### config.mk
export PLATFORM = sky130hd
export DESIGN_NAME = pulse_scheduler
export DESIGN_NICKNAME = d
export VERILOG_FILES = /design/src/rtl/pulse_scheduler_pkg.sv /design/src/rtl/pulse_scheduler_timer.sv /design/src/rtl/pulse_scheduler.sv
export SDC_FILE = /design/constraint.sdc
export NUM_CORES = 1
export LEC_CHECK = 0
export CORE_MARGIN = 2
export CORE_UTILIZATION = 49
export CTS_CLUSTER_DIAMETER = 150
export DETAILED_ROUTE_END_ITERATION = 6
export PLACE_DENSITY = 0.73
export SYNTH_ARGS = -nofsm -noshare
export SYNTH_HDL_FRONTEND = slang
export SYNTH_SLANG_ARGS = --single-unit
export TNS_END_PERCENT = 20
### constraint.sdc
create_clock -name clock -period 1.9 [get_ports clock]
set_clock_uncertainty 0.15 [all_clocks]
set_input_delay 0.475 -clock clock [delete_from_list [all_inputs] [get_ports clock]]
set_output_delay 0.475 -clock clock [all_outputs]
set_load 0.02 [all_outputs]
### src/rtl/pulse_scheduler_pkg.sv
// Shared state encoding and default widths for the pulse scheduler.
// Used by pulse_scheduler and pulse_timer.
package pulse_scheduler_pkg;

    typedef enum logic [1:0] {
        IDLE = 2'd0,
        HIGH = 2'd1,
        LOW  = 2'd2,
        DONE = 2'd3
    } state_t;

    localparam int LEN_W_DEF = 8;
    localparam int CNT_W_DEF = 4;

endpackage

### src/rtl/pulse_scheduler_timer.sv
// pulse_timer: LEN_W down-counter for window timing.
// It loads len-1 on state entry and flags zero when the window ends.
module pulse_timer
    import pulse_scheduler_pkg::*;
#(
    parameter int LEN_W = LEN_W_DEF
) (
    input  logic             clock,
    input  logic             reset,
    input  logic             load,
    input  logic [LEN_W-1:0] load_val,
    input  logic             en,
    output logic             zero
);

    logic [LEN_W-1:0] cnt_q;
    logic [LEN_W-1:0] cnt_d;

    always_comb begin
        cnt_d = cnt_q;
        if (load) begin
            cnt_d = load_val;
        end else if (en && (cnt_q != '0)) begin
            cnt_d = cnt_q - LEN_W'(1);
        end
    end

    always_ff @(posedge clock) begin
        if (reset) begin
            cnt_q <= '0;
        end else begin
            cnt_q <= cnt_d;
        end
    end

    assign zero = (cnt_q == '0);

endmodule

### src/rtl/pulse_scheduler.sv
// pulse_scheduler: cycle-counted pulse-train sequencer (IDLE/HIGH/LOW/DONE).
// Define PULSE_SCHED_REPEAT_EN to add the repeat_mode and stop ports.
module pulse_scheduler
    import pulse_scheduler_pkg::*;
#(
    parameter int LEN_W = LEN_W_DEF,
    parameter int CNT_W = CNT_W_DEF
) (
    input  logic             clock,
    input  logic             reset,
    input  logic             start,
    input  logic [LEN_W-1:0] high_len,
    input  logic [LEN_W-1:0] low_len,
    input  logic [CNT_W-1:0] num_pulses,
`ifdef PULSE_SCHED_REPEAT_EN
    input  logic             repeat_mode,
    input  logic             stop,
`endif
    output logic             signal,
    output logic             busy,
    output logic             done,
    output logic [CNT_W-1:0] pulse_idx
);

    state_t           state_q, state_d;
    logic [LEN_W-1:0] high_q, high_d;
    logic [LEN_W-1:0] low_q, low_d;
    logic [CNT_W-1:0] num_q, num_d;
    logic [CNT_W-1:0] idx_q, idx_d;
    logic             signal_q, signal_d;
    logic             busy_q, busy_d;
    logic             done_q, done_d;
    logic             tmr_load;
    logic [LEN_W-1:0] tmr_val;
    logic             tmr_zero;
    logic             stop_w;
    logic             rpt_w;
    logic             last_w;

`ifdef PULSE_SCHED_REPEAT_EN
    logic rpt_q, rpt_d;
    assign stop_w = stop;
    assign rpt_w  = rpt_q;
`else
    assign stop_w = 1'b0;
    assign rpt_w  = 1'b0;
`endif

    // A zero length still yields a one-cycle window.
    function automatic logic [LEN_W-1:0] len_m1(input logic [LEN_W-1:0] len);
        return (len == '0) ? '0 : len - LEN_W'(1);
    endfunction

    assign last_w = (idx_q == num_q - CNT_W'(1));

    pulse_timer #(.LEN_W(LEN_W)) u_timer (
        .clock    (clock),
        .reset    (reset),
        .load     (tmr_load),
        .load_val (tmr_val),
        .en       (1'b1),
        .zero     (tmr_zero)
    );

    always_comb begin
        state_d  = state_q;
        high_d   = high_q;
        low_d    = low_q;
        num_d    = num_q;
        idx_d    = idx_q;
        tmr_load = 1'b0;
        tmr_val  = '0;
`ifdef PULSE_SCHED_REPEAT_EN
        rpt_d    = rpt_q;
`endif
        unique case (state_q)
            IDLE: begin
                if (start) begin
                    idx_d = '0;
                    if (num_pulses == '0) begin
                        state_d = DONE;
                    end else begin
                        state_d  = HIGH;
                        high_d   = high_len;
                        low_d    = low_len;
                        num_d    = num_pulses;
`ifdef PULSE_SCHED_REPEAT_EN
                        rpt_d    = repeat_mode;
`endif
                        tmr_load = 1'b1;
                        tmr_val  = len_m1(high_len);
                    end
                end
            end
            HIGH: begin
                if (stop_w) begin
                    state_d = DONE;
                end else if (tmr_zero) begin
                    if (last_w && !rpt_w) begin
                        state_d = DONE;
                    end else begin
                        state_d  = LOW;
                        tmr_load = 1'b1;
                        tmr_val  = len_m1(low_q);
                    end
                end
            end
            LOW: begin
                if (stop_w) begin
                    state_d = DONE;
                end else if (tmr_zero) begin
                    state_d  = HIGH;
                    tmr_load = 1'b1;
                    tmr_val  = len_m1(high_q);
                    idx_d    = last_w ? '0 : idx_q + CNT_W'(1);
                end
            end
            DONE: begin
                state_d = IDLE;
                idx_d   = '0;
            end
            default: state_d = IDLE;
        endcase
        signal_d = (state_d == HIGH);
        busy_d   = (state_d == HIGH) || (state_d == LOW);
        done_d   = (state_d == DONE);
    end

    always_ff @(posedge clock) begin
        if (reset) begin
            state_q  <= IDLE;
            high_q   <= '0;
            low_q    <= '0;
            num_q    <= '0;
            idx_q    <= '0;
            signal_q <= 1'b0;
            busy_q   <= 1'b0;
            done_q   <= 1'b0;
`ifdef PULSE_SCHED_REPEAT_EN
            rpt_q    <= 1'b0;
`endif
        end else begin
            state_q  <= state_d;
            high_q   <= high_d;
            low_q    <= low_d;
            num_q    <= num_d;
            idx_q    <= idx_d;
            signal_q <= signal_d;
            busy_q   <= busy_d;
            done_q   <= done_d;
`ifdef PULSE_SCHED_REPEAT_EN
            rpt_q    <= rpt_d;
`endif
        end
    end

    assign signal    = signal_q;
    assign busy      = busy_q;
    assign done      = done_q;
    assign pulse_idx = idx_q;

endmodule

; Word-level counts from Yosys, hierarchy flattened
; Cells that the tools add are included.
[classes]
n_bitwise = 1
mux = 27
add_sub_neg = 6
eq_ne = 9
reduce_logical = 12
[op_table]
columns = op, n
row1 = 8-bit 2-to-1 mux, 10
row2 = 8-bit zero test, 4
row3 = "8-bit by 1-bit subtractor with 8-bit output, second input constant", 4
row4 = 8-bit one-hot mux with 3 select lines, 1
row5 = 4-bit 2-to-1 mux, 3
row6 = 4-bit one-hot mux with 3 select lines, 1
row7 = "2-bit == test, second input constant", 4
row8 = 2-bit 2-to-1 mux, 4
row9 = 2-bit one-hot mux with 4 select lines, 1
row10 = 8-bit nonzero test, 1
row11 = 1-bit 2-to-1 mux, 6
row12 = 3-bit AND reduction, 2
row13 = "4-bit by 1-bit adder with 4-bit output, second input constant", 1
row14 = "2-bit by 1-bit == test with 1-bit output, second input constant", 2
row15 = 4-bit == test, 1
row16 = 4-bit zero test, 1
row17 = "2-bit inequality test, second input constant", 2
row18 = "4-bit by 1-bit subtractor with 4-bit output, second input constant", 1
row19 = 1-bit one-hot mux with 3 select lines, 1
row20 = 3-bit nonzero test, 1
row21 = 2-bit zero test, 1
row22 = 2-bit nonzero test, 1
row23 = 1-bit logical OR, 1
row24 = 1-bit inverter, 1
[totals]
out_inout_bits = 7
word_cells = 64
ff_bits = 37
input_bits = 23

; Longest topological paths before layout
; Gate-level depths: netlist (run 1).
[logic_depth]
ltp_word = 7
depth_mapped = 10
ltp_nobuf = 10

; Modules after synthesis
; A second synthesis (run 1) with hierarchy kept.
[hier_totals]
hier_cells = 319
hier_area_um2 = 2478.6
[modules_own_cells]
columns = module, cells_each, area_each_um2, n_inst
row1 = pulse_scheduler, 260, 1963.1, 1
row2 = pulse_timer, 59, 515.5, 1

; Least setup slack after synthesis (run 1)
; OpenSTA, ideal clock, no wires.
[synth_timing]
kind = register to register
start = reg u_timer.cnt_q[0]
end = reg busy_q, in the netlist busy
stages_incl_launch_ff = 11
setup_time_ns = 0.126
period_less_slack_ns = 2.134
path_slack_ns = -0.234
t_arrival_ns = 1.857
required_ns = 1.624
path_cell_list = dfxtp_1 -> inv_1 -> ha_1 -> nor3b_4 -> and2_1 -> buf_4 -> o21ai_2 -> a211o_1 -> o31a_1 -> ha_1 -> nor2_1
[synth_between]
elab_chain_len = 5
elab_cells_between_ends = 7
classes_between = 2 x eq/ne / 3 x mux / 2 x reduce/logical
[synth_rtl]
columns = element, line
row1 = from (decl), pulse_scheduler_timer.sv:16  ; logic [LEN_W-1:0] cnt_q;
row2 = from (signal assigned), pulse_scheduler_timer.sv:32  ; cnt_q <= cnt_d;
row3 = 8-bit zero test *, pulse_scheduler_timer.sv:36  ; assign zero = (cnt_q == '0);
row4 = 2-bit 2-to-1 mux (on tied branches), "pulse_scheduler.sv:111, pulse_scheduler.sv:98"
row5 = 2-bit one-hot mux with 4 select lines *, pulse_scheduler.sv:76  ; unique case (state_q)
row6 = named net state_d[0], pulse_scheduler.sv:25  ; state_t state_q, state_d;
row7 = 2-bit by 1-bit == test with 1-bit output or 2-bit == test (tied branches), pulse_scheduler.sv:125  ; busy_d = (state_d == HIGH) || (state_d == LOW);
row8 = 1-bit logical OR *, pulse_scheduler.sv:125
row9 = to (signal assigned), pulse_scheduler.sv:149  ; busy_q <= busy_d;
row10 = to (decl), pulse_scheduler.sv:31  ; logic busy_q, busy_d;
; The timed path passes the listed nets; every way through them passes the cells marked *.
; A chain may end at the register's enable or synchronous reset.

; Final worst setup path (run 1)
[layout_timing]
start = reg u_timer.cnt_q[1]
end = reg u_timer.cnt_q[1]
[layout_between]
elab_chain_len = 4
elab_cells_between_ends = 12
classes_between = 1 x add/sub / 8 x mux / 3 x reduce/logical
[layout_rtl]
columns = element
row1 = branches (longest 4 deep; another with 8-bit by 1-bit subtractor with 8-bit output)
; Parallel ways; which one is timed is not known. The select of a mux whose other input is x is not followed.

==> results of run 1 <==
-- routing by layer --
metal  routed length (um)  track usage (%)  part of all wire (%)  up-vias
li1                     -                -                     -     1218
met1                 3220             36.4                    43     1220
met2                 3630             49.0                    48      122
met3                  454             6.31                   6.0       30
met4                  271             10.1                   3.6        0
met5                    0                0                     0        -
-- registers in the layout (all words and copies together), names as in the netlist, 2 cells and up --
signal and count:
low_q 8, state_q 2, num_q 4, pulse_idx 4
u_timer.cnt_q 8, high_q 8
-- final cells by class --
type	instances	area (sq um)
Tap cell	54	67.6
Timing Repair Buffer	103	928
Clock buffer	7	96.3
Sequential cell	37	748
Clock inverter	1	5.00
Inverter	16	60.1
Multi-Input combinational cell	231	1730
Fill cell	287	1060
-- layout by cell type (no fill, tap or decap), drive strengths merged, types with 2 or more instances in the layout --
| cell type | n |
|---|---|
| ha | 16 |
| nor4 | 6 |
| a211oi | 7 |
| nor2b | 4 |
| inv | 16 |
| o31ai | 2 |
| o32ai | 2 |
| o22ai | 8 |
| o31a | 2 |
| a22oi | 2 |
| a21oi | 27 |
| nor3b | 4 |
| and2 | 2 |
| xnor2 | 13 |
| o21ai | 6 |
| nand2 | 59 |
| nand2b | 3 |
| buf | 74 |
| a311oi | 3 |
| clkdlybuf4s50 | 21 |
| or4 | 2 |
| clkbuf | 7 |
| nor2 | 22 |
| dlygate4sd2 | 7 |
| mux2i | 4 |
| xor2 | 9 |
| dfxtp | 37 |
| or2b | 2 |
| a211o | 2 |
| nand3 | 6 |
| nor3 | 10 |
-- cell usage after synthesis (all sizes together) --
master,number
o21bai,1
o211ai,1
nor2b,4
a211oi,7
buf,2
o31ai,2
a31oi,1
o41a,1
xnor2,13
inv,16
or4,2
nand3b,1
and3,1
xor2,9
a22oi,2
nor3,10
nor2,22
ha,16
a21oi,27
nor4,6
nand2b,3
o32ai,2
o22ai,8
nand3,6
clkbuf,8
dfxtp,37
nor3b,4
nand2,59
mux2i,4
a211o,2
and2,2
o31a,2
o21ai,6
a311oi,3
or2b,2
or3,1
xnor3,1
-- worst max-delay path by stage --
stage | start | to | slack [ns]
detailed placement | num_pulses[3] | u_timer.cnt_q[3] | -0.68
finish | u_timer.cnt_q[1] | u_timer.cnt_q[1] | -0.33
global placement | num_pulses[3] | u_timer.cnt_q[5] | -0.64
floorplan | u_timer.cnt_q[0] | busy | -0.11
CTS | num_q[0] | busy | -0.23
global route | state_q[1] | u_timer.cnt_q[5] | -0.38
-- cell families after synthesis --
logic type / after synthesis
and+or+nand+nor: 123
AOI/OAI and AO/OA: 65
DFF: 37
buffers and inverters: 26
xor gates and xnor gates: 23
adders and majority gates: 16
muxes: 4
-- worst max-delay path, stage by stage, from the launching register on --
cell and delay (ns):
dfxtp_2 0.34, inv_2 0.07, ha_4 0.14, nor3b_4 0.27
nand2_2 0.12, o41a_1 0.45, buf_6 0.15, buf_4 0.13
buf_6 0.10, o211ai_2 0.06, nor3b_2 0.18
-- power by group --
group | internal [mW] | leakage (nW) | switching [mW] | total [mW]
Sequential | 0.976 | 0.306 | 0.181 | 1.16
Clock | 0.328 | 0.0542 | 0.283 | 0.611
Combinational | 1.79 | 1.16 | 1.74 | 3.53
-- timing repair --
action | CTS | global route
buffers inserted | 8 | 2
resized for setup | 47 | 7
setup endpoints to repair | 39 | 34
pin swaps | 8 | 4
cloned | 1 | 0
==> summary.txt, run 1 <==
Power and ir drop
  – IR drop worst, VDD: 0.716 mV
  – Cell leakage power: 1.52 nW
  – Power per Cell Area: 1460 nW/um^2
  – Tot Pwr: 5.30 mW

Logic synthesis
  – Synth Area in XOR/XNOR: 9.07%
  – Synthesized flop and latch total: 37
  – Seq/Total Area, Yosys: 31.2%
  – Syn Area/Cell: 8.07 sq um
  – Post-synthesis instance total: 294
  – Multiplexer share of the synthesized area: 1.69%
  – Netlist cell types: 49
  – Largest family of logic cells by synthesized area: simple AND/OR/NAND/NOR gates
  – Post-Synth Simple-Gate Area: 25.6%
  – Area contributors post-synth: dfxtp_1 (31%), nand2_1 (9.3%), ha_1 (8.4%), a21oi_1 (5.7%), xnor2_1 (4.8%)
  – Area fraction in compound gates after synthesis: 19.4%
  – Post-Synth Adder-Cell Area: 8.44%
  – Yosys top cell area share: 31.2%
  – Syn nets: 333
  – Synth Cell Area: 2370 sq um
  – Yosys Warn Count: 0
  – Leading area contributor after synthesis: dfxtp_1

Floorplanning
  – Die ar.: 5410 sq um
  – Die Span X: 73.6 um
  – Die height: 73.6 um
  – Site row count: 25
  – Io pins: 30
  – Initial Util: 50.6%
  – Core area: 4690 sq um

Clocking
  – Max clock buf depth: 2
  – Hold buffer count at CTS: 0
  – TritonCTS clock tree: built
  – H-Tree Depth: 2
  – Clock slew seen by the registers of the worst setup and hold paths: 0.08 ns
  – Number of buffers created by CTS: 5
  – CTS Sinks: 37
  – Root Buffer: clkbuf_8
  – Skew-Pair Late Insertion Delay: 0.29 ns

Run status
  – Failing checks: negative setup slack
  – Status: complete, but fails checks

Cells and area
  – Area Growth Syn to Fin: 53.1%
  – Cell Count, Final, Fillers Out: 449
  – Post-layout nets: 433
  – Post-route cell area: 3630 sq um
  – Share of cells above drive strength 1: 34.9%
  – Final core utilization: 77.4%
  – Diodes inserted: 0

Detailed routing
  – DR WL/cell: 16.9 um
  – DRC: 0
  – Avg Vias per Cell: 5.77
  – Post-route antenna net violation count: 0
  – DR pass1 iterations: 5
  – 1st-iter DRT viols: 207
  – WL final: 7580 um
  – Via Count: 2590

Worst setup path
  – Worst R2R End: u_timer.cnt_q[1]
  – CP Capture Type: flip-flop
  – CP arrival: 2.29 ns
  – Crit path max fanout: 4
  – Worst Reg2Reg Path Length in Cells: 10
  – Crit start category: flip-flop
  – Flop-to-flop setup slack: -0.33 ns
  – Worst flop-to-flop path startpoint: u_timer.cnt_q[1]
  – Crit path kind: flip-flop to flip-flop
  – Req. time, crit path: 1.96 ns

Hold path
  – Hold path depth: 2
  – Hold crit path type: flip-flop to flip-flop
  – Worst hold endpoint: high_q[5]
  – Hold path startpoint: high_q[5]

Place
  – Buffers on Ports: 29
  – GP Congestion: 0.836
  – Post-placement cell count: 430
  – Hpwl dp: 4590 um
  – Dpl cell area: 3230 sq um
  – Dpl ws: -0.684 ns

STA
  – Final period utilization: 117%
  – Slew @ Worst Pin: 0.484 ns
  – RSZ-0062 raised after global routing: yes
  – Slew Limit Fails: 0
  – Slew HR: 67.4%
  – Fin Hold WS: 0.348 ns
  – Final setup vio count: 16
  – Fmax: 0.448 GHz
  – Hold Vio Cnt, Final: 0
  – PnR worst setup slack: -0.330 ns
  – Setup TNS Final: -3.32 ns
  – Tmin final: 2.23 ns

Run
  – Max Cap Violations: 0

Global routing
  – GRT overflow: 0
  – Overall Global Routing Usage: 29.1%
  – Largest net degree at the start of global routing: 36
  – Initial antenna violation count: 0
  – Vias in the first global route: 2557
  – First-pass GRT wire length: 12100 um
No activity file was read; power rests on OpenSTA's default activity.
==> run 2, diff against run 1 <==
--- a/config.mk
+++ b/config.mk
@@ -5,11 +5,13 @@
 export SDC_FILE = /design/constraint.sdc
 export NUM_CORES = 1
 export LEC_CHECK = 0
+export ABC_CLOCK_PERIOD_IN_PS = 1900
 export CORE_MARGIN = 2
-export CORE_UTILIZATION = 49
+export CORE_UTILIZATION = 50
 export CTS_CLUSTER_DIAMETER = 150
 export DETAILED_ROUTE_END_ITERATION = 6
-export PLACE_DENSITY = 0.73
+export GPL_TIMING_DRIVEN = 1
+export PLACE_DENSITY = 0.74
 export SYNTH_ARGS = -nofsm -noshare
 export SYNTH_HDL_FRONTEND = slang
 export SYNTH_SLANG_ARGS = --single-unit
==> run 2 against run 1 <==
Critical endpoint is now u_timer.cnt_q[0]. Critical path type unchanged. Final cell count did not move. Sequential power barely moved. Largest power group unchanged. The flow still finishes with violations (negative setup slack). Via count rose by 5.3%.
==> summary.txt, run 2 (synthesis results as in run 1) <==
Power and ir drop
  – Internal power: 3.08 mW
  – Comb pwr share: 69.4%
  – Power per Cell Area: 1490 nW/um^2
  – Clock power frac: 9.7%
  – IR drop worst, VDD: 0.826 mV
  – Share of power burned in registers: 20.9%
  – Cell leakage power: 1.52 nW
  – Switching power: 2.45 mW
  – Switch share: 44.3%

STA
  – Slew HR: 61.1%
  – Final setup vio count: 16
  – Slew @ Worst Pin: 0.579 ns
  – RSZ-0062 raised after global routing: yes
  – Slew Limit Fails: 0
  – Fmax: 0.433 GHz
  – Final period utilization: 122%
  – Hold Vio Cnt, Final: 0
  – PnR worst setup slack: -0.411 ns
  – Tmin final: 2.31 ns
  – Fin Hold WS: 0.327 ns

Run
  – Max Cap Violations: 0

Worst setup path
  – Flop-to-flop setup slack: -0.41 ns
  – CP arrival: 2.33 ns
  – CP peak stage delay: 0.44 ns
  – Worst R2R End: u_timer.cnt_q[0]
  – CP Cell Sequence: nor4_4 > and2_4 > buf_4 > buf_4 > buf_4 > xnor2_1 > a311oi_1 > nor3_1
  – CP dominant cell by count: buf_4
  – Worst flop-to-flop path startpoint: u_timer.cnt_q[5]
  – Worst Reg2Reg Path Length in Cells: 8
  – Crit path kind: flip-flop to flip-flop
  – Crit start category: flip-flop
  – Crit path max fanout: 4
  – Req. time, crit path: 1.92 ns
  – CP Capture Type: flip-flop
  – Slowest library cell on the worst path: nor4_4

Detailed routing
  – DR pass1 iterations: 5
  – Avg Vias per Cell: 6.07
  – DRC: 0
  – 1st-iter DRT viols: 292
  – WL final: 8460 um
  – Via Count: 2726
  – Post-route antenna net violation count: 0
  – DR WL/cell: 18.8 um

Floorplanning
  – Site row count: 25
  – Die ar.: 5310 sq um
  – Initial Util: 50.9%
  – Core area: 4660 sq um
  – Die height: 72.9 um
  – Die Span X: 72.9 um
  – Io pins: 30

Clocking
  – Root Buffer: clkbuf_8
  – Max clock buf depth: 2
  – Number of buffers created by CTS: 5
  – Skew-Pair Late Insertion Delay: 0.29 ns
  – Clock slew seen by the registers of the worst setup and hold paths: 0.07 ns
  – TritonCTS clock tree: built
  – H-Tree Depth: 2
  – CTS Sinks: 37
  – Hold buffer count at CTS: 0

Place
  – Buffers on Ports: 29
  – GP Congestion: 0.872
  – Post-placement cell count: 426
  – Hpwl dp: 4710 um

Cells and area
  – Most frequent cells in the layout: buf_4 (65), nand2_1 (55), dfxtp_1 (32)
  – Diodes inserted: 0
  – Area Growth Syn to Fin: 56.9%
  – Cell Count, Final, Fillers Out: 449
  – Largest registers: high_q: 8 flops, low_q: 8 flops, u_timer.cnt_q: 8 flops
  – Commonest non-fill, non-tap cell in the layout: buf_4
  – Post-layout nets: 433
  – Share of cells above drive strength 1: 38.2%

Global routing
  – GRT overflow: 0
  – Vias in the first global route: 2420
  – Initial antenna violation count: 0
  – Largest net degree at the start of global routing: 23
  – Overall Global Routing Usage: 27.1%
  – First-pass GRT wire length: 11200 um

Hold path
  – Hold crit path type: flip-flop to flip-flop
  – Hold path depth: 2
  – Hold path startpoint: num_q[1]
  – Worst hold endpoint: num_q[1]

Run status
  – Status: complete, but fails checks
  – Failing checks: negative setup slack
run 2: cell types whose count changed in the layout (fill, tap and decap cells not counted), sizes merged:
cell,change
dlygate4sd2,-2
clkbuf,+1
clkdlybuf4s15,+1
clkinv,-1
dlymetal6s2s,+1
run 2: power groups by stage:
stage / logic [mW] / registers (mW) / clock network (mW)
4_1_cts: 3.17 / 1.14 / 0.537
2_1_floorplan: 1.69 / 1.18 / 0
3_5_place_dp: 2.75 / 1.16 / 0
5_1_grt: 4.04 / 1.17 / 0.573
3_3_place_gp: 2.69 / 1.15 / 0
6_report: 3.84 / 1.15 / 0.538
run 2: layout make-up:
| class | count | area [sq um] |
|---|---|---|
| timing repair buffer | 103 | 885 |
| inverter | 16 | 60.1 |
| sequential | 37 | 747 |
| multi-input combinational | 231 | 1880 |
| clock buffer | 8 | 80.1 |
| fill | 255 | 938 |
| tap | 54 | 67.6 |
run 2: worst max-delay path by stage:
stage | startpoint | endpoint | slack (ns) | depth (start not counted)
3_5_place_dp | num_pulses[3] | u_timer.cnt_q[3] | -0.60 | 9
5_1_grt | u_timer.cnt_q[5] | u_timer.cnt_q[0] | -0.44 | 8
3_3_place_gp | num_pulses[3] | u_timer.cnt_q[5] | -0.53 | 9
2_1_floorplan | u_timer.cnt_q[0] | busy | -0.11 | 10
4_1_cts | num_q[1] | u_timer.cnt_q[6] | -0.26 | 10
6_report | u_timer.cnt_q[5] | u_timer.cnt_q[0] | -0.41 | 8
run 2: through the flow:
step	worst slack, ns	cell area, sq um	utilization (%)	total power, mW	setup TNS, ns
finish	-0.411	3720	79.9	5.53	-3.99
global route	-0.442	3720	79.9	5.79	-5.14
CTS	-0.258	3440	73.8	4.85	-2.35
detailed placement	-0.600	3190	68.4	3.91	-13.71
global placement	-0.529	3190	68.4	3.83	-12.57
floorplan	-0.107	2410	-	2.88	-0.645
run 2: routing by layer:
metal  up-vias  part of all wire [%]  global-route usage (%)
met5         -                     0                       0
met4         0                   3.6                    12.6
met3        38                   8.2                    5.11
met2       173                    48                    42.8
met1      1301                    40                    35.6
li1       1214                     -                       -
run 2: what timing repair did:
action	4_1_cts	5_1_grt
setup endpoints to repair	36	32
gates resized for setup	31	52
pin swaps	10	23
cloned	1	0
buffers inserted	7	9
endpoints found under the hold margin	0	0
run 2: worst max-delay path, delay by kind of cell, from the launching register on:
kind,cells,cell delay [ns]
flip-flops,1,0.35
AND/OR/NAND/NOR,3,1.06
buffers and inverters,3,0.35
XOR/XNOR,1,0.16
AO/OA/AOI/OAI,1,0.11
==> run 3, diff against run 2 <==
--- a/config.mk
+++ b/config.mk
@@ -8,7 +8,7 @@
 export ABC_CLOCK_PERIOD_IN_PS = 1900
 export CORE_MARGIN = 2
 export CORE_UTILIZATION = 50
-export CTS_CLUSTER_DIAMETER = 150
+export CTS_CLUSTER_DIAMETER = 200
 export DETAILED_ROUTE_END_ITERATION = 6
 export GPL_TIMING_DRIVEN = 1
 export PLACE_DENSITY = 0.74
==> constraint.sdc (replaced) <==
create_clock -name clock -period 1.9 [get_ports clock]
set_clock_uncertainty 0.15 [all_clocks]
set_input_delay 0.475 -clock clock [delete_from_list [all_inputs] [get_ports clock]]
set_output_delay 0.475 -clock clock [all_outputs]
set_load 0.05 [all_outputs]
==> run 3 against run 2 <==
The flow still finishes with violations (negative setup slack). Critical path depth up 1. Worst setup slack better by 0.15 ns. Core utilization down 3.3 points. Die area unchanged. Clock-buffer cell count down 3.
==> summary.txt, run 3 (synthesis results as in run 1) <==
Floorplanning
  – Io pins: 30
  – Die height: 72.9 um
  – Site row count: 25
  – Die Span X: 72.9 um
  – Core area: 4660 sq um
  – Die ar.: 5310 sq um
  – Initial Util: 50.9%

Detailed routing
  – DRC: 0
  – Met2 WL post-DR: 3490 um
  – Post-route antenna net violation count: 0
  – Via Count: 2613
  – WL final: 7360 um
  – Avg Vias per Cell: 5.87
  – Met3 wire len: 523 um
  – DR pass1 iterations: 5
  – Max layer used: met4
  – DR WL/cell: 16.5 um
  – WL met1: 3090 um
  – 1st-iter DRT viols: 355

Cells and area
  – Diodes inserted: 0
  – Most frequent cells in the layout: buf_4 (69), nand2_1 (55), dfxtp_1 (29)
  – Share of cells above drive strength 1: 36.1%
  – Post-layout nets: 429
  – Largest registers: high_q: 8 flops, low_q: 8 flops, u_timer.cnt_q: 8 flops
  – Area Growth Syn to Fin: 50.5%
  – Commonest non-fill, non-tap cell in the layout: buf_4
  – Post-route cell area: 3570 sq um

STA
  – Slew HR: 69.2%
  – Slew Limit Fails: 0
  – Final setup vio count: 16
  – Tmin final: 2.16 ns
  – PnR worst setup slack: -0.256 ns
  – Setup TNS Final: -2.74 ns
  – Slew @ Worst Pin: 0.458 ns
  – Fmax: 0.464 GHz
  – RSZ-0062 raised after global routing: yes
  – Final period utilization: 113%
  – Hold Vio Cnt, Final: 0

Clocking
  – H-Tree Depth: 2
  – Max clock buf depth: 2
  – Number of buffers created by CTS: 5
  – Clock slew seen by the registers of the worst setup and hold paths: 0.08 ns
  – TritonCTS clock tree: built
  – Root Buffer: clkbuf_8
  – CTS Sinks: 37
  – Skew-Pair Late Insertion Delay: 0.30 ns

Run status
  – Failing checks: negative setup slack
  – Status: complete, but fails checks

Worst setup path
  – CP Buf/Inv Count: 2
  – Crit-path leading delay family: compound AO/OA/AOI/OAI gates
  – CP peak stage delay: 0.45 ns
  – Crit path kind: flip-flop to flip-flop
  – Worst Reg2Reg Path Length in Cells: 9
  – Worst flop-to-flop path startpoint: num_q[1]
  – Flop-to-flop setup slack: -0.26 ns
  – CP arrival: 2.17 ns
  – Crit start category: flip-flop
  – Worst R2R End: u_timer.cnt_q[0]
  – Crit path depth: 9
  – Worst setup path end: u_timer.cnt_q[0]
  – Slowest library cell on the worst path: o41a_1
  – CP Cell Sequence: inv_2 > ha_4 > xor2_1 > nand3_2 > nor2_2 > o41a_1 > buf_6 > a211oi_2 > nor3_2
  – Setup crit start: num_q[1]
  – CP Capture Type: flip-flop
  – Req. time, crit path: 1.92 ns
  – Crit path max fanout: 4

Place
  – Buffers on Ports: 29
  – GP Congestion: 0.894
  – Hpwl dp: 4610 um
  – Dpl cell area: 3220 sq um

Global routing
  – GRT overflow: 0
  – Vias in the first global route: 2327
  – Initial antenna violation count: 0
  – Largest net degree at the start of global routing: 24
  – Overall Global Routing Usage: 26.6%
  – First-pass GRT wire length: 10800 um

Hold path
  – Hold crit path type: flip-flop to flip-flop
  – Hold path startpoint: low_q[1]

Power and ir drop
  – Power per Cell Area: 1500 nW/um^2
  – Cell leakage power: 1.49 nW
  – IR drop worst, VDD: 0.790 mV

Run
  – Max Cap Violations: 0
run 3: worst reg2reg max path, cell delays in order (launching register included):
cell and delay [ns]:
dfxtp_2 0.37, inv_2 0.05, ha_4 0.23, xor2_1 0.14
nand3_2 0.12, nor2_2 0.07, o41a_1 0.45, buf_6 0.17
a211oi_2 0.20, nor3_2 0.10
run 3: layout make-up:
type	instances	area, sq um
repair buffers	99	845
clock buffers	5	68.8
multi-input cells	231	1710
well taps	54	67.6
clock inverters	3	65.1
inverters	16	62.6
flip-flops and latches	37	756
fillers	283	1090
run 3: report_power, final:
group          total, mW  switching [mW]  internal, mW
clock              0.830           0.308         0.522
combinational       3.38            1.75          1.63
sequential          1.15           0.172         0.975
run 3: timing repair:
action	CTS	global route
pin swaps	16	7
buffers inserted	3	1
hold buffers	0	0
setup endpoints to repair	29	25
resized for setup	30	21
gates cloned	1	0
run 3: worst min path at each step:
| stage | to | cells past startpoint |
|---|---|---|
| 2_1_floorplan | num_q[1] | 2 |
| 3_3_place_gp | num_q[1] | 2 |
| 3_5_place_dp | num_q[1] | 2 |
| 4_1_cts | num_q[1] | 2 |
| 5_1_grt | high_q[5] | 2 |
| 6_report | low_q[1] | 2 |
run 3: routing by layer:
| layer | vias to the layer above | GRT usage (%) |
|---|---|---|
| li1 | 1209 | - |
| met3 | 33 | 6.08 |
| met1 | 1223 | 34.7 |
| met2 | 148 | 41.8 |
| met5 | - | 0 |
| met4 | 0 | 12.1 |
run 3: metrics by stage:
step | cells | hold WS [ns] | worst slack (ns) | total power, mW | util (%)
2_1_floorplan | 294 | 0.299 | -0.141 | 2.92 | -
3_3_place_gp | 432 | 0.313 | -0.567 | 3.95 | 69.1
3_5_place_dp | 432 | 0.323 | -0.601 | 4.01 | 69.1
4_1_cts | 444 | 0.330 | -0.211 | 5.06 | 74.4
5_1_grt | 445 | 0.367 | -0.331 | 5.61 | 76.6
6_report | 445 | 0.340 | -0.256 | 5.36 | 76.6
